[config.mk]
export PLATFORM = sky130hd
export DESIGN_NAME = traffic_controller_nway
export DESIGN_NICKNAME = d
export VERILOG_FILES = /design/src/rtl/traffic_controller_nway_pkg.sv /design/src/rtl/traffic_controller_nway_rr_next_way.sv /design/src/rtl/traffic_controller_nway.sv
export SDC_FILE = /design/constraint.sdc
export NUM_CORES = 1
export LEC_CHECK = 0
export BUFFER_PORTS_ARGS = -buffer_cell sky130_fd_sc_hd__buf_4
export CAP_MARGIN = 15
export CELL_PAD_IN_SITES_DETAIL_PLACEMENT = 1
export CELL_PAD_IN_SITES_GLOBAL_PLACEMENT = 2
export CORE_UTILIZATION = 33
export DETAILED_ROUTE_END_ITERATION = 6
export PLACE_DENSITY_LB_ADDON = 0.1
export SYNTH_ARGS = -nofsm -noshare
export SYNTH_HDL_FRONTEND = slang
export SYNTH_SLANG_ARGS = --single-unit
[constraint.sdc]
create_clock -name clk -period 2.9 [get_ports clk]
set_clock_uncertainty 0.15 [all_clocks]
set_input_delay 0.29 -clock clk [delete_from_list [all_inputs] [get_ports clk]]
set_output_delay 0.29 -clock clk [all_outputs]
set_load 0.01 [all_outputs]
[src/rtl/traffic_controller_nway_pkg.sv]
// Shared types and lamp codes for the N-way intersection controller.
package traffic_pkg;

   // Controller phases
   typedef enum logic [2:0] {
      ST_ALL_RED = 3'd0,
      ST_GREEN   = 3'd1,
      ST_YELLOW  = 3'd2,
      ST_WALK    = 3'd3,
      ST_FLASH   = 3'd4
   } state_t;

   // Per-way lamp codes, packed as {red, yellow, green}
   localparam logic [2:0] LAMP_RED = 3'b100;
   localparam logic [2:0] LAMP_YEL = 3'b010;
   localparam logic [2:0] LAMP_GRN = 3'b001;
   localparam logic [2:0] LAMP_OFF = 3'b000;

endpackage

[src/rtl/traffic_controller_nway_rr_next_way.sv]
// Round-robin picker: first pending way after the current one, current way last.
module rr_next_way
   import traffic_pkg::*;
#(
   parameter int N_WAYS = 4,
   parameter int WAY_W  = $clog2(N_WAYS)
) (
   input  logic [N_WAYS-1:0] i_reqPend,
   input  logic [WAY_W-1:0]  i_curWay,
   output logic [WAY_W-1:0]  o_nextWay,
   output logic              o_found
);

   int               w_idx;
   logic [WAY_W-1:0] w_cand;

   // Walk offsets 1..N_WAYS from the current way, keeping the first hit
   always_comb begin
      o_nextWay = i_curWay;
      o_found   = 1'b0;
      w_idx     = 0;
      w_cand    = '0;
      for (int off = 1; off <= N_WAYS; off++) begin
         w_idx = int'(i_curWay) + off;
         if (w_idx >= N_WAYS) begin
            w_idx = w_idx - N_WAYS;
         end
         w_cand = WAY_W'(w_idx);
         if (!o_found && i_reqPend[w_cand]) begin
            o_nextWay = w_cand;
            o_found   = 1'b1;
         end
      end
   end

endmodule

[src/rtl/traffic_controller_nway.sv]
// N-way intersection controller: latched requests served round-robin with
// green/yellow/all-red timing, a pedestrian walk phase and flashing fault mode.
module traffic_controller_nway
   import traffic_pkg::*;
#(
   parameter int N_WAYS   = 4,
   parameter int CNT_W    = 8,
   parameter int GREEN_T  = 8,
   parameter int YELLOW_T = 3,
   parameter int ALLRED_T = 2,
   parameter int WALK_T   = 6,
   parameter int FLASH_T  = 4
) (
   input  logic                      clk,
   input  logic                      res_n,
   input  logic                      en,
   input  logic [N_WAYS-1:0]         req,
   input  logic                      ped_req,
   input  logic                      flash,
   output logic [3*N_WAYS-1:0]       lights,
   output logic                      walk,
   output logic [$clog2(N_WAYS)-1:0] cur_way
);

   localparam int               WAY_W     = $clog2(N_WAYS);
   localparam logic [CNT_W-1:0] GREEN_LD  = CNT_W'(GREEN_T - 1);
   localparam logic [CNT_W-1:0] YELLOW_LD = CNT_W'(YELLOW_T - 1);
   localparam logic [CNT_W-1:0] ALLRED_LD = CNT_W'(ALLRED_T - 1);
   localparam logic [CNT_W-1:0] WALK_LD   = CNT_W'(WALK_T - 1);
   localparam logic [CNT_W-1:0] FLASH_LD  = CNT_W'(FLASH_T - 1);
   localparam logic [WAY_W-1:0] LAST_WAY  = WAY_W'(N_WAYS - 1);

   state_t                r_state;
   state_t                w_stateNxt;
   logic [CNT_W-1:0]      r_timer;
   logic [CNT_W-1:0]      w_timerNxt;
   logic [WAY_W-1:0]      r_curWay;
   logic [WAY_W-1:0]      w_curWayNxt;
   logic                  r_flashPh;
   logic                  w_flashPhNxt;
   logic [N_WAYS-1:0]     r_reqPend;
   logic                  r_pedPend;
   logic [3*N_WAYS-1:0]   r_lights;
   logic [3*N_WAYS-1:0]   w_lightsNxt;
   logic                  r_walk;
   logic                  w_walkNxt;
   logic [2:0]            w_seg;
   logic                  w_expired;
   logic                  w_enterGreen;
   logic                  w_enterWalk;
   logic [N_WAYS-1:0]     w_curMask;
   logic [N_WAYS-1:0]     w_nxtMask;
   logic [N_WAYS-1:0]     w_greenMask;
   logic [N_WAYS-1:0]     w_clrMask;
   logic [N_WAYS-1:0]     w_otherPend;
   logic [WAY_W-1:0]      w_rrWay;
   logic                  w_rrFound;

   assign w_expired   = (r_timer == '0);
   assign w_greenMask = (r_state == ST_GREEN) ? w_curMask : '0;
   assign w_clrMask   = w_enterGreen ? w_nxtMask : '0;
   assign w_otherPend = r_reqPend & ~w_curMask;

   assign lights  = r_lights;
   assign walk    = r_walk;
   assign cur_way = r_curWay;

   rr_next_way #(
      .N_WAYS (N_WAYS),
      .WAY_W  (WAY_W)
   ) u_rrNextWay (
      .i_reqPend (r_reqPend),
      .i_curWay  (r_curWay),
      .o_nextWay (w_rrWay),
      .o_found   (w_rrFound)
   );

   // One-hot masks of the current way and of the way about to be current
   always_comb begin
      w_curMask = '0;
      w_nxtMask = '0;
      for (int i = 0; i < N_WAYS; i++) begin
         w_curMask[i] = (WAY_W'(i) == r_curWay);
         w_nxtMask[i] = (WAY_W'(i) == w_curWayNxt);
      end
   end

   // Next phase, timer, served way and flash phase; everything holds while en=0
   always_comb begin
      w_stateNxt   = r_state;
      w_timerNxt   = r_timer;
      w_curWayNxt  = r_curWay;
      w_flashPhNxt = r_flashPh;
      w_enterGreen = 1'b0;
      w_enterWalk  = 1'b0;
      if (en) begin
         if (flash && (r_state != ST_FLASH)) begin
            w_stateNxt   = ST_FLASH;
            w_timerNxt   = FLASH_LD;
            w_flashPhNxt = 1'b1;
         end else begin
            case (r_state)
               ST_ALL_RED: begin
                  if (!w_expired) begin
                     w_timerNxt = r_timer - CNT_W'(1);
                  end else if (r_pedPend) begin
                     w_stateNxt  = ST_WALK;
                     w_timerNxt  = WALK_LD;
                     w_enterWalk = 1'b1;
                  end else if (w_rrFound) begin
                     w_stateNxt   = ST_GREEN;
                     w_timerNxt   = GREEN_LD;
                     w_curWayNxt  = w_rrWay;
                     w_enterGreen = 1'b1;
                  end
               end
               ST_GREEN: begin
                  if (!w_expired) begin
                     w_timerNxt = r_timer - CNT_W'(1);
                  end else if ((|w_otherPend) || r_pedPend) begin
                     w_stateNxt = ST_YELLOW;
                     w_timerNxt = YELLOW_LD;
                  end
               end
               ST_YELLOW, ST_WALK: begin
                  if (!w_expired) begin
                     w_timerNxt = r_timer - CNT_W'(1);
                  end else begin
                     w_stateNxt = ST_ALL_RED;
                     w_timerNxt = ALLRED_LD;
                  end
               end
               ST_FLASH: begin
                  if (!flash) begin
                     w_stateNxt = ST_ALL_RED;
                     w_timerNxt = ALLRED_LD;
                  end else if (w_expired) begin
                     w_flashPhNxt = ~r_flashPh;
                     w_timerNxt   = FLASH_LD;
                  end else begin
                     w_timerNxt = r_timer - CNT_W'(1);
                  end
               end
               default: begin
                  w_stateNxt = ST_ALL_RED;
                  w_timerNxt = ALLRED_LD;
               end
            endcase
         end
      end
   end

   // Lamp decode of the upcoming phase so the registered outputs track the state
   always_comb begin
      w_lightsNxt = '0;
      w_seg       = LAMP_RED;
      for (int i = 0; i < N_WAYS; i++) begin
         case (w_stateNxt)
            ST_FLASH:  w_seg = w_flashPhNxt ? LAMP_YEL : LAMP_OFF;
            ST_GREEN:  w_seg = w_nxtMask[i] ? LAMP_GRN : LAMP_RED;
            ST_YELLOW: w_seg = w_nxtMask[i] ? LAMP_YEL : LAMP_RED;
            default:   w_seg = LAMP_RED;
         endcase
         w_lightsNxt[3*i +: 3] = w_seg;
      end
      w_walkNxt = (w_stateNxt == ST_WALK);
   end

   // Phase, timer and output registers
   always_ff @(posedge clk or negedge res_n) begin
      if (!res_n) begin
         r_state   <= ST_ALL_RED;
         r_timer   <= ALLRED_LD;
         r_curWay  <= LAST_WAY;
         r_flashPh <= 1'b0;
         r_lights  <= {N_WAYS{LAMP_RED}};
         r_walk    <= 1'b0;
      end else begin
         r_state   <= w_stateNxt;
         r_timer   <= w_timerNxt;
         r_curWay  <= w_curWayNxt;
         r_flashPh <= w_flashPhNxt;
         r_lights  <= w_lightsNxt;
         r_walk    <= w_walkNxt;
      end
   end

   // Request latches keep collecting while frozen; clearing on service wins over a new set
   always_ff @(posedge clk or negedge res_n) begin
      if (!res_n) begin
         r_reqPend <= '0;
         r_pedPend <= 1'b0;
      end else begin
         r_reqPend <= (r_reqPend | (req & ~w_greenMask)) & ~w_clrMask;
         r_pedPend <= (r_pedPend | ped_req) & ~w_enterWalk;
      end
   end

endmodule

# Word level (Yosys, flattened, before mapping)
# Cells that the tools add are included.
[totals]
in_bits = 9
ff_bits = 32
output_inout_bits = 15
[classes]
addsub = 9
n_bitwise = 11
n_reduce_logical = 15
magnitude_cmp = 8
n_eq_ne = 17
mux = 77
[ops]
columns = ["operator", "count"]
rows = [
  ["$mux W8", 9],
  ["$mux W3", 17],
  ["$pmux W3 S3", 4],
  ["$pmux W8 S4", 1],
  ["$mux W2", 15],
  ["$mux W1", 24],
  ["$and A4 B4 Y4", 3],
  ["$eq A3 B2 Y1 const B", 4],
  ["$lt A2 B3 Y1 const B", 4],
  ["$not A4 Y4", 3],
  ["$pmux W3 S4", 1],
  ["$ge A3 B3 Y1 const B", 3],
  ["$bmux W1 S2", 4],
  ["$eq A2 B2 Y1 const A", 4],
  ["$logic_not A8 Y1", 1],
  ["$mux W4", 2],
  ["$sub A2 B1 Y2 const B", 4],
  ["$sub A8 B1 Y8 const B", 1],
  ["$add A2 B2 Y3 const B", 2],
  ["$eq A3 B1 Y1 const B", 2],
  ["$eq A3 B3 Y1 const B", 2],
  ["$ne A5 B4 Y1 const B", 1],
  ["$add A2 B3 Y4 const B", 1],
  ["$eq A1 B2 Y1 const A", 2],
  ["16 further kinds", 23],
]

# Depth between registers and ports, before layout
# Gate-level depths: netlist of run 1.
[logic_depth]
word_depth = 25
ltp_mapped = 11
depth_no_buf = 10

# Hierarchy
# From an unflattened synthesis of run 1, not the netlist that was laid out.
[unflattened]
hier_cells = 196
area_unflattened_um2 = 1804.2
[by_module_without_submodules]
columns = ["mod", "area_each_um2", "cells_each", "seq_area_each_um2", "instances"]
rows = [
  ["traffic_controller_nway", 1721.7, 182, 809.5, 1],
  ["rr_next_way", 82.6, 14, 0.0, 1],
]

# Least setup slack after synthesis of run 1
# No wires, ideal clock.
[synth_timing]
kind = "flip-flop to flip-flop"
from = "register r_curWay[0], in the netlist cur_way[0]"
to = "register r_lights[2], in the netlist lights[2]"
required_ns = 2.662
setup_slack_ns = 0.024
arrival_ns = 2.638
setup_time_ns = 0.088
stages_incl_launch_ff = 11
path_cell_list = "dfstp_2 -> inv_1 -> ha_1 -> buf_2 -> a221oi_1 -> o221ai_2 -> or4b_4 -> nand3_4 -> inv_6 -> nor3_4 -> a211oi_1"
[synth_via]
elab_chain_len = 24
[synth_lines]
columns = ["element", "line", "text"]
rows = [
  ["start: declaration", "traffic_controller_nway.sv:37", "logic [WAY_W-1:0] r_curWay;"],
  ["start signal: assignment", "traffic_controller_nway.sv:181", "r_curWay <= w_curWayNxt;"],
  ["$add A2 B1 Y3", "traffic_controller_nway_rr_next_way.sv:24", "w_idx = int'(i_curWay) + off;"],
  ["$ge A3 B3 Y1 or $sub A2 B1 Y2 (tied branches)", "traffic_controller_nway_rr_next_way.sv:25, traffic_controller_nway_rr_next_way.sv:26", ""],
  ["$mux W2", "traffic_controller_nway_rr_next_way.sv:25", "if (w_idx >= N_WAYS) begin"],
  ["$bmux W1 S2", "traffic_controller_nway_rr_next_way.sv:29", "if (!o_found && i_reqPend[w_cand]) begin"],
  ["$mux W1 (not written as such)", "traffic_controller_nway_rr_next_way.sv:29", ""],
  ["$mux W1", "traffic_controller_nway_rr_next_way.sv:29", ""],
  ["$logic_not A1 Y1", "traffic_controller_nway_rr_next_way.sv:29", ""],
  ["$logic_and A1 B1 Y1", "traffic_controller_nway_rr_next_way.sv:29", ""],
  ["[... 10 more ...]", "n/a", ""],
  ["$mux W2 *", "traffic_controller_nway.sv:102", "case (r_state)"],
  ["$mux W2 *", "traffic_controller_nway.sv:97", "if (flash && (r_state != ST_FLASH)) begin"],
  ["$mux W2 *", "traffic_controller_nway.sv:96", "if (en) begin"],
  ["via w_curWayNxt[1]", "traffic_controller_nway.sv:38", "logic [WAY_W-1:0] w_curWayNxt;"],
  ["$logic_not A2 Y1 *", "traffic_controller_nway.sv:84", "w_nxtMask[i] = (WAY_W'(i) == w_curWayNxt);"],
  ["$mux W3 (on tied branches)", "traffic_controller_nway.sv:161, traffic_controller_nway.sv:160", ""],
  ["$pmux W3 S3 *", "traffic_controller_nway.sv:158", "case (w_stateNxt)"],
  ["via w_lightsNxt[2]", "traffic_controller_nway.sv:44", "logic [3*N_WAYS-1:0] w_lightsNxt;"],
  ["end signal: assignment", "traffic_controller_nway.sv:176", "r_lights <= {N_WAYS{LAMP_RED}};"],
  ["end signal: assignment", "traffic_controller_nway.sv:183", "r_lights <= w_lightsNxt;"],
  ["end: declaration", "traffic_controller_nway.sv:43", "logic [3*N_WAYS-1:0] r_lights;"],
]
# Mark *: on every way through the listed nets, which the timed path passes. The rest lies on a longest branch. The select of a mux whose other input is x is not followed.
# A chain may end at the register's enable or synchronous reset.

# Worst setup path in the final report of run 1
[layout_timing]
from = "register r_curWay[1], in the netlist cur_way[1]"
to = "register r_lights[2], in the netlist lights[2]"
[layout_via]
elab_chain_len = 24
[layout_lines]
columns = ["element", "line"]
rows = [
  ["$add A2 B1 Y3", "traffic_controller_nway_rr_next_way.sv:24"],
  ["$ge A3 B3 Y1 or $sub A2 B1 Y2 (tied branches)", "traffic_controller_nway_rr_next_way.sv:25, traffic_controller_nway_rr_next_way.sv:26"],
  ["$mux W2", "traffic_controller_nway_rr_next_way.sv:25"],
  ["$bmux W1 S2", "traffic_controller_nway_rr_next_way.sv:29"],
  ["$mux W1 (not written as such)", "traffic_controller_nway_rr_next_way.sv:29"],
  ["$mux W1", "traffic_controller_nway_rr_next_way.sv:29"],
  ["$logic_not A1 Y1", "traffic_controller_nway_rr_next_way.sv:29"],
  ["$logic_and A1 B1 Y1", "traffic_controller_nway_rr_next_way.sv:29"],
  ["[... 10 more ...]", "n/a"],
  ["$mux W2", "traffic_controller_nway.sv:102"],
  ["$mux W2", "traffic_controller_nway.sv:97"],
  ["$mux W2 *", "traffic_controller_nway.sv:96"],
  ["via w_curWayNxt[1]", "traffic_controller_nway.sv:38"],
  ["$logic_not A2 Y1 *", "traffic_controller_nway.sv:84"],
  ["$mux W3 (on tied branches)", "traffic_controller_nway.sv:161, traffic_controller_nway.sv:160"],
  ["$pmux W3 S3 *", "traffic_controller_nway.sv:158"],
  ["via w_lightsNxt[2]", "traffic_controller_nway.sv:44"],
]
# Marks and branches as above.

==> flow_summary.json, run 1 <==
{
  "outcome": "complete, no violations",
  "yosys-mux-area-fraction": 0.0441,
  "worst_ir_drop_vdd_uv": 373,
  "slew_headroom": 0.504,
  "powerDensity_nw_per_um2": 740,
  "hold-worst-slack_ns": 0.0898,
  "synth_compound_area_frac": 0.229,
  "final-instance-count-excl-fill": 325,
  "holdPathStages": 2,
  "groute.usage.overall": 0.189,
  "htreeDepth": 2,
  "cts_tree": "built",
  "synth_adder_area_share": 0.0302,
  "synth_largest_area_cell": "sky130_fd_sc_hd__dfrtp_1",
  "postRouteWirelength_um": 6020,
  "layout-drive-gt1-share": 0.376,
  "bufs_on_longest_clock_path": 2,
  "grt_first_pass_wirelength_um": 9250,
  "cp-start-kind": "register",
  "grt_pass1_vias": 1863,
  "synthSimpleGateAreaFrac": 0.230,
  "timing.final.max_slew_violations": 0,
  "finalSetupViolations": 0,
  "synth.yosys.seq_area_share": 0.391,
  "num_antenna_cells": 0,
  "ys_types": 61,
  "syn_area_um2": 2070,
  "cts_num_sinks": 32,
  "whs_endpoint": "r_pedPend",
  "worstReg2RegStart": "cur_way[1]",
  "grt_start_max_net_pins": 33,
  "worstPathArrival_ns": 2.89,
  "drt_pass1_iterations": 4,
  "cap_viol_max_count": 0,
  "final.min_clock_period_ns": 2.85,
  "floorplan.die.height_um": 81.2,
  "num-nets-final": 263,
  "dp.cells": 311,
  "clock_root_cell": "sky130_fd_sc_hd__clkbuf_8",
  "antenna_violating_nets_post_route": 0,
  "globalRouteOverflowTotal": 0,
  "hp-start": "ped_req",
  "p_leak_nw": 1.06,
  "flop_and_latch_count_out_of_synthesis": 32,
  "power_mw": 1.93,
  "via_per_inst": 5.61,
  "r2r.worst_path.cells": 11,
  "preCtsSetupSlack_ns": -0.0884,
  "async_reset_ff_frac": 1.00,
  "synthDominantCellAreaShare": 0.302,
  "worst-endpoint-required_ns": 2.95,
  "gpl.final_weighted_congestion": 0.829,
  "largest_family_of_logic_cells_by_synthesized_area": "simple AND/OR/NAND/NOR gates",
  "worst_r2r_endpoint": "lights[2]",
  "placementRows": 28,
  "route.detailed.wl_per_inst_um": 18.5,
  "min-delay-path-class": "in2reg",
  "critical_path_peak_fanout": 9,
  "synth_warnings": 0,
  "post_synth_edffs": 0,
  "fp.dieArea_um2": 6590,
  "net_count_synth": 222,
  "dominantRegCellSynth": "sky130_fd_sc_hd__dfrtp_1",
  "layout.core_utilization": 0.435,
  "post-route-drc-count": 0,
  "layout_setup_ws_ns": 0.0536,
  "finalCritPeriodShare": 0.982,
  "final_hold_fails": 0,
  "clkTransAtPathRegs_ns": 0.07,
  "clk_latency_ns": 0.29,
  "initial_utilization": 0.345,
  "worst-r2r-setup-slack_ns": 0.05,
  "top_level_ports": 24,
  "post_synth_inst_count": 208,
  "grt_antenna_before_repair": 0,
  "syn_avg_cell_area_um2": 9.95,
  "synth.top_cells.by_area": "sky130_fd_sc_hd__dfrtp_1 (30%), sky130_fd_sc_hd__dfstp_2 (8.9%), sky130_fd_sc_hd__a21oi_1 (3.4%), sky130_fd_sc_hd__ha_1 (3.0%), sky130_fd_sc_hd__nor2_1 (2.9%)",
  "area_delta_synth_final_pct": 26.1,
  "tritoncts.num_buffers": 5,
  "drt_iter0_markers": 68,
  "crit_type": "reg2reg",
  "floorplan_die_width_um": 81.2,
  "port_buffers": 23,
  "synth_xor_xnor_area_share": 0.0212,
  "achievable-frequency_mhz": 351,
  "num_vias": 1824,
  "detailedPlacementHpwl_um": 4350,
  "worst_slew_pin_slew_ns": 0.734,
  "core_area_um2": 5990,
  "cp-end-kind": "register"
}
-- sequential cells by signal, indices dropped and copies added, names as in the netlist --
register	cells
r_pedPend	1
walk	1
r_reqPend	4
r_flashPh	1
r_timer	8
r_state	3
lights	12
cur_way	2
-- per-layer routing --
metal | global-route usage | up-vias | wire length, µm
met5 | 0 | - | 0
met1 | 0.224 | 935 | 2620
met2 | 0.342 | 17 | 3250
met4 | 0.0679 | 0 | 65
met3 | 0.0303 | 8 | 92
li1 | - | 864 | -
-- worst max-delay path by stage --
stage,endpoint,slack (ns),from
floorplan,lights[2],0.02,cur_way[0]
global placement,lights[8],0.07,cur_way[0]
detailed placement,r_timer[5],-0.09,cur_way[0]
CTS,lights[2],0.002,cur_way[0]
global route,lights[2],-0.03,cur_way[1]
finish,lights[2],0.05,cur_way[1]
-- layout make-up --
class                           instances  area (µm²)
Clock buffer                            7        86.3
Clock inverter                          1        7.51
Fill cell                             673        3380
Inverter                               14        60.1
Multi-Input combinational cell        152        1220
Sequential cell                        32         810
Tap cell                               75        93.8
Timing Repair Buffer                   44         333
-- what timing repair did --
item | in CTS | in global routing
setup buffers | 1 | 3
cloned | 0 | 1
endpoints found under the setup margin | 18 | 18
hold endpoints to repair | 25 | 0
pin swaps | 1 | 2
gates resized for setup | 3 | 8
hold buffers | 1 | 0
-- through the flow --
| stage | area (µm²) | setup TNS [ns] |
|---|---|---|
| final | 2610 | 0 |
| after global routing | 2610 | -0.0382 |
| after CTS | 2530 | 0 |
| after detailed placement | 2400 | -0.779 |
| after global placement | 2400 | 0 |
| after floorplan | 2070 | 0 |
-- worst max-delay path, cell delays in order (launching register included) --
cell                       delay, ns
sky130_fd_sc_hd__dfstp_2        0.54
sky130_fd_sc_hd__inv_2          0.09
sky130_fd_sc_hd__ha_4           0.33
sky130_fd_sc_hd__nand2b_4       0.14
sky130_fd_sc_hd__and3_4         0.19
sky130_fd_sc_hd__buf_4          0.13
sky130_fd_sc_hd__o221ai_2       0.13
sky130_fd_sc_hd__or4b_4         0.58
sky130_fd_sc_hd__nand3_4        0.14
sky130_fd_sc_hd__inv_6          0.08
sky130_fd_sc_hd__nor3_4         0.18
sky130_fd_sc_hd__a211oi_1       0.08
-- layout by cell type (no fill, tap or decap), types with 4 or more instances in the layout --
cell,count
sky130_fd_sc_hd__buf_4,43
sky130_fd_sc_hd__dfrtp_1,25
sky130_fd_sc_hd__nor2_1,16
sky130_fd_sc_hd__nand2_1,15
sky130_fd_sc_hd__a21oi_1,14
sky130_fd_sc_hd__inv_1,10
sky130_fd_sc_hd__nand3_1,10
sky130_fd_sc_hd__o21ai_0,7
sky130_fd_sc_hd__dfstp_2,7
sky130_fd_sc_hd__a31oi_1,6
sky130_fd_sc_hd__clkbuf_8,6
sky130_fd_sc_hd__nor3_1,5
sky130_fd_sc_hd__xor2_1,5
sky130_fd_sc_hd__nor2b_1,4
sky130_fd_sc_hd__o211ai_1,4
sky130_fd_sc_hd__ha_1,4
-- where the power goes --
part | internal (mW) | switching (mW) | total [mW] | leakage [nW]
Sequential | 0.577 | 0.106 | 0.684 | 0.382
Clock | 0.193 | 0.174 | 0.367 | 0.0445
Combinational | 0.383 | 0.495 | 0.879 | 0.637
-- Yosys cell counts (3+ instances only) --
library cell,number
sky130_fd_sc_hd__xor2_1,5
sky130_fd_sc_hd__a211oi_1,3
sky130_fd_sc_hd__a31oi_1,6
sky130_fd_sc_hd__o31ai_1,3
sky130_fd_sc_hd__nand3_1,10
sky130_fd_sc_hd__nor2_1,16
sky130_fd_sc_hd__dfrtp_1,25
sky130_fd_sc_hd__nor2b_1,4
sky130_fd_sc_hd__nand2_1,15
sky130_fd_sc_hd__o21ai_0,7
sky130_fd_sc_hd__nor3_1,7
sky130_fd_sc_hd__buf_2,5
sky130_fd_sc_hd__a21oi_1,14
sky130_fd_sc_hd__dfstp_2,7
sky130_fd_sc_hd__nor4_1,3
sky130_fd_sc_hd__ha_1,5
sky130_fd_sc_hd__clkbuf_1,4
sky130_fd_sc_hd__inv_1,11
sky130_fd_sc_hd__o211ai_1,4
-- cells by family (layout without fill, tap and decap cells) --
group / after synthesis / count (layout)
simple gates: 75 / 76
compound gates: 60 / 60
flops: 32 / 32
buf+inv: 25 / 66
mux: 6 / 6
fa+ha+maj: 5 / 5
xor+xnor: 5 / 5
Power figures use the tool's default switching activity.
==> run 2, diff against run 1 <==
--- a/config.mk
+++ b/config.mk
@@ -9,9 +9,10 @@
 export CAP_MARGIN = 15
 export CELL_PAD_IN_SITES_DETAIL_PLACEMENT = 1
 export CELL_PAD_IN_SITES_GLOBAL_PLACEMENT = 2
-export CORE_UTILIZATION = 33
+export CORE_UTILIZATION = 37
 export DETAILED_ROUTE_END_ITERATION = 6
 export PLACE_DENSITY_LB_ADDON = 0.1
+export REMOVE_ABC_BUFFERS = 1
 export SYNTH_ARGS = -nofsm -noshare
 export SYNTH_HDL_FRONTEND = slang
 export SYNTH_SLANG_ARGS = --single-unit
==> constraint.sdc (replaced) <==
create_clock -name clk -period 2.8 [get_ports clk]
set_clock_uncertainty 0.15 [all_clocks]
set_input_delay 0.28 -clock clk [delete_from_list [all_inputs] [get_ports clk]]
set_output_delay 0.28 -clock clk [all_outputs]
set_load 0.01 [all_outputs]
==> flow_summary.json, run 2 (same netlist as run 1, synthesis figures left out) <==
{
  "cap_viol_max_count": 0,
  "port_buffers": 23,
  "floorplan.die.height_um": 76.8,
  "preCtsSetupSlack_ns": -0.100,
  "route.detailed.wl_per_inst_um": 17.9,
  "groute.usage.overall": 0.207,
  "num_vias": 1803,
  "worst_slew_pin_slew_ns": 0.660,
  "core_area_um2": 5240,
  "globalRouteOverflowTotal": 0,
  "grt_start_max_net_pins": 33,
  "cts_tree": "built",
  "area_delta_synth_final_pct": 28.2,
  "critical_path_peak_fanout": 9,
  "crit_type": "reg2reg",
  "nFillCells": 595,
  "layout-drive-gt1-share": 0.389,
  "post-route-drc-count": 0,
  "initial_utilization": 0.395,
  "detailedPlacementHpwl_um": 4050,
  "largest_reg_flops": 12,
  "worstPathArrival_ns": 2.77,
  "drt_pass1_iterations": 4,
  "fp.dieArea_um2": 5900,
  "final_area_um2": 2650,
  "slew_headroom": 0.557,
  "gpl.final_weighted_congestion": 0.856,
  "outcome": "complete, no violations",
  "final.setup.tns_ns": 0,
  "min-delay-path-class": "in2reg",
  "placedInstanceArea_um2": 2410,
  "dp.cells": 308,
  "final_hold_fails": 0,
  "powerDensity_nw_per_um2": 773,
  "clkTransAtPathRegs_ns": 0.07,
  "timing.final.max_slew_violations": 0,
  "grt_first_pass_wirelength_um": 9680,
  "via_per_inst": 5.60,
  "final-instance-count-excl-fill": 322,
  "placementRows": 26,
  "clock_root_cell": "sky130_fd_sc_hd__clkbuf_8",
  "num_antenna_cells": 0,
  "finalSetupViolations": 0,
  "tritoncts.num_buffers": 5,
  "grt_antenna_before_repair": 0,
  "worst_ir_drop_vdd_uv": 332,
  "drt_iter0_markers": 73,
  "finalCritPeriodShare": 0.971,
  "cp-end-kind": "register",
  "antenna_violating_nets_post_route": 0,
  "bufs_on_longest_clock_path": 2,
  "final_common_cell": "sky130_fd_sc_hd__buf_4",
  "cts_num_sinks": 32,
  "layout_setup_ws_ns": 0.0801,
  "num-nets-final": 265,
  "grt_pass1_vias": 1888,
  "clk_latency_ns": 0.29,
  "achievable-frequency_mhz": 368,
  "htreeDepth": 2,
  "p_leak_nw": 1.09,
  "layout_common_cells": "sky130_fd_sc_hd__buf_4 (43), sky130_fd_sc_hd__dfrtp_1 (25), sky130_fd_sc_hd__nor2_1 (16)",
  "top_level_ports": 24,
  "cp-start-kind": "register",
  "final.min_clock_period_ns": 2.72,
  "floorplan_die_width_um": 76.8,
  "postRouteWirelength_um": 5750,
  "worst-endpoint-required_ns": 2.85
}
run 2: layout make-up:
class                   count  area, µm²  share of cell area
flip-flops and latches     32        810               0.305
clock buffers               6       72.6              0.0274
well taps                  70       87.6              0.0330
multi-input cells         151       1230               0.463
inverters                  14       60.1              0.0226
clock inverters             2       35.0              0.0132
repair buffers             47        360               0.136
run 2: timing repair:
item | 4_1_cts | 5_1_grt
endpoints found under the setup margin | 15 | 21
gates resized for setup | 1 | 15
hold endpoints to repair | 25 | 0
buffers inserted | 1 | 4
hold buffers | 1 | 0
pin swaps | 1 | 7
run 2: path summary, 6_finish.rpt:
path / startpoint / to / slack (ns) / cells past startpoint
min reg2reg: r_timer[0] / r_timer[0] / 0.36 / 2
max in group asynchronous: res_n / cur_way[1] / 1.83 / 2
max: cur_way[0] / lights[2] / 0.08 / 10
min in group asynchronous: res_n / r_pedPend / 0.31 / 2
min: ped_req / r_pedPend / 0.08 / 2
max reg2reg: cur_way[0] / lights[2] / 0.08 / 10
run 2: worst max-delay path, cell delays in order, from the launching register on:
cell and delay (ns):
sky130_fd_sc_hd__dfstp_2 0.54, sky130_fd_sc_hd__inv_1 0.08, sky130_fd_sc_hd__ha_4 0.32, sky130_fd_sc_hd__nand2b_1 0.13, sky130_fd_sc_hd__and3_2 0.26, sky130_fd_sc_hd__o221ai_2 0.14
sky130_fd_sc_hd__or4b_4 0.52, sky130_fd_sc_hd__nand3_4 0.15, sky130_fd_sc_hd__inv_6 0.08, sky130_fd_sc_hd__nor3_4 0.19, sky130_fd_sc_hd__a211oi_2 0.07
run 2: stage by stage:
stage	total power, mW	hold slack, ns	util
after floorplan	1.21	-0.166	-
after global placement	1.52	0.0848	0.461
after detailed placement	1.55	0.100	0.461
after CTS	2.01	0.0713	0.485
after global routing	2.19	0.0777	0.506
final	2.05	0.0788	0.506
run 2: where the power goes:
| part | total (mW) | internal [mW] | switching [mW] |
|---|---|---|---|
| sequential | 0.703 | 0.598 | 0.105 |
| clock | 0.444 | 0.264 | 0.180 |
| combinational | 0.904 | 0.388 | 0.516 |
run 2: per-layer routing:
metal / GRT usage / routed length, µm / up-vias / share of wire
met5: 0 / 0 / - / 0
met4: 0.0500 / 55 / 0 / 0.0096
met3: 0.0417 / 152 / 7 / 0.026
met2: 0.363 / 2960 / 28 / 0.51
met1: 0.260 / 2580 / 911 / 0.45
li1: - / - / 857 / -
==> run 3, diff against run 2 <==
--- a/config.mk
+++ b/config.mk
@@ -7,9 +7,9 @@
 export LEC_CHECK = 0
 export BUFFER_PORTS_ARGS = -buffer_cell sky130_fd_sc_hd__buf_4
 export CAP_MARGIN = 15
-export CELL_PAD_IN_SITES_DETAIL_PLACEMENT = 1
-export CELL_PAD_IN_SITES_GLOBAL_PLACEMENT = 2
-export CORE_UTILIZATION = 37
+export CELL_PAD_IN_SITES_DETAIL_PLACEMENT = 0
+export CELL_PAD_IN_SITES_GLOBAL_PLACEMENT = 1
+export CORE_UTILIZATION = 45
 export DETAILED_ROUTE_END_ITERATION = 6
 export PLACE_DENSITY_LB_ADDON = 0.1
 export REMOVE_ABC_BUFFERS = 1
==> flow_summary.json, run 3 (same netlist as run 1, synthesis figures left out) <==
{
  "power_mw": 2.00,
  "power.share.sequential": 0.351,
  "highest_cell_delay_on_the_worst_timing_path_ns": 0.54,
  "critical_path.n_buffers_inverters": 1,
  "grt_first_pass_wirelength_um": 8920,
  "detailedPlacementHpwl_um": 3700,
  "crit_type": "reg2reg",
  "whs_endpoint": "r_pedPend",
  "port_buffers": 23,
  "nFillCells": 375,
  "placementRows": 24,
  "top_level_ports": 24,
  "cp-start-kind": "register",
  "switching_part_of_the_total": 0.382,
  "cap_viol_max_count": 0,
  "layout.core_utilization": 0.591,
  "holdPathStages": 2,
  "gpl.final_weighted_congestion": 0.846,
  "num_antenna_cells": 0,
  "worst-endpoint-required_ns": 2.84,
  "critPathSlowestCell": "sky130_fd_sc_hd__dfstp_2",
  "slew_headroom": 0.556,
  "hp-start": "ped_req",
  "p_leak_nw": 1.07,
  "floorplan.die.height_um": 69.8,
  "final_hold_fails": 0,
  "drt_pass1_iterations": 4,
  "drt_iter0_markers": 99,
  "num_vias": 1790,
  "floorplan_die_width_um": 69.8,
  "worstPathArrival_ns": 2.73,
  "p_comb_frac": 0.431,
  "initial_utilization": 0.472,
  "bufs_on_longest_clock_path": 2,
  "globalRouteOverflowTotal": 0,
  "antenna_violating_nets_post_route": 0,
  "finalSetupViolations": 0,
  "clkTransAtPathRegs_ns": 0.07,
  "p_clk_frac": 0.218,
  "largest_reg_flops": 12,
  "worst-r2r-setup-slack_ns": 0.12,
  "final_common_cell": "sky130_fd_sc_hd__buf_4",
  "powerDensity_nw_per_um2": 772,
  "achievable-frequency_mhz": 373,
  "area_delta_synth_final_pct": 25.2,
  "final-instance-count-excl-fill": 301,
  "grt_pass1_vias": 1854,
  "cts_tree": "built",
  "postRouteWirelength_um": 5220,
  "post-route-drc-count": 0,
  "layout_common_cells": "sky130_fd_sc_hd__buf_4 (39), sky130_fd_sc_hd__dfrtp_1 (25), sky130_fd_sc_hd__nand2_1 (15), sky130_fd_sc_hd__nor2_1 (15), sky130_fd_sc_hd__a21oi_1 (14)",
  "switchingPower_mw": 0.765,
  "finalCritPeriodShare": 0.958,
  "groute.usage.overall": 0.233,
  "cp-end-kind": "register",
  "crit_chain": "inv_2, ha_4, nor2b_1, a211oi_2, o221ai_2, or4b_4, nand3_4, nor3_1, a211oi_2",
  "grt_start_max_net_pins": 33,
  "via_per_inst": 5.95,
  "worstReg2RegStart": "cur_way[0]",
  "fp.dieArea_um2": 4870,
  "clk_latency_ns": 0.28,
  "clock_root_cell": "sky130_fd_sc_hd__clkbuf_8",
  "worst_path_most_repeated_cell": "sky130_fd_sc_hd__a211oi_2",
  "worst_ir_drop_vdd_uv": 511,
  "worst_r2r_endpoint": "lights[8]",
  "num-nets-final": 262,
  "dp.cells": 289,
  "layout-drive-gt1-share": 0.373,
  "worst_slew_pin_slew_ns": 0.662,
  "core_area_um2": 4380,
  "timing.final.max_slew_violations": 0,
  "tritoncts.num_buffers": 5,
  "final.setup.tns_ns": 0,
  "route.detailed.wl_per_inst_um": 17.3,
  "htreeDepth": 2,
  "outcome": "complete, no violations",
  "r2r.worst_path.cells": 9,
  "critical_path_peak_fanout": 7,
  "cp_top_family": "simple AND/OR/NAND/NOR gates",
  "grt_antenna_before_repair": 0,
  "hold-worst-slack_ns": 0.0759,
  "multi_input_area_um2": 1210,
  "final.min_clock_period_ns": 2.68,
  "register_area_um2": 810,
  "min-delay-path-class": "in2reg",
  "cts_num_sinks": 32,
  "power.internal_mw": 1.24
}
## run 3: through the flow
stage          setup slack [ns]  instance area, µm²
2_1_floorplan            -0.318                2020
3_3_place_gp             0.0345                2380
3_5_place_dp             -0.127                2380
4_1_cts                  0.0214                2510
5_1_grt               -0.000621                2590
6_report                  0.117                2590
## run 3: worst max-delay path by stage
stage,startpoint,endpoint,slack [ns],cells past startpoint
after floorplan,cur_way[0],lights[11],-0.32,9
after global placement,cur_way[0],lights[5],0.03,10
after detailed placement,cur_way[0],lights[8],-0.13,9
after CTS,cur_way[0],lights[8],0.02,10
after global routing,cur_way[0],r_timer[6],-0.0006,11
final,cur_way[0],lights[8],0.12,9
## run 3: worst reg2reg max path: cells and delay by family (launching register included)
| family | cells | cell delay, ns |
|---|---|---|
| buffers and inverters | 1 | 0.05 |
| flip-flops | 1 | 0.54 |
| AND/OR/NAND/NOR | 4 | 0.83 |
| adder cells (fa/ha/maj) | 1 | 0.30 |
| AO/OA/AOI/OAI | 3 | 0.73 |
## run 3: layout make-up
class	count	share of cell area
Clock buffer	6	0.0280
Clock inverter	2	0.0135
Inverter	14	0.0232
Multi-Input combinational cell	151	0.466
Sequential cell	32	0.312
Tap cell	52	0.0251
Timing Repair Buffer	44	0.132
## run 3: power groups by stage
stage / logic, mW / clock network [mW] / registers (mW)
floorplan: 0.475 / 0 / 0.735
global placement: 0.782 / 0 / 0.701
detailed placement: 0.810 / 0 / 0.708
CTS: 0.820 / 0.452 / 0.699
global route: 0.942 / 0.473 / 0.716
finish: 0.861 / 0.436 / 0.703
## run 3: repair_timing
action	in CTS	in global routing
hold buffers	1	0
hold endpoints to repair	25	0
pin swaps	1	9
setup endpoints to repair	14	21
resized for setup	1	14
buffers inserted	1	2
## run 3: metal layers
| metal | wire, µm | up-vias | part of all wire | track usage |
|---|---|---|---|---|
| li1 | - | 858 | - | - |
| met1 | 2150 | 869 | 0.41 | 0.276 |
| met2 | 2790 | 59 | 0.53 | 0.413 |
| met3 | 250 | 4 | 0.048 | 0.0523 |
| met4 | 34 | 0 | 0.0065 | 0.0800 |
| met5 | 0 | - | 0 | 0 |
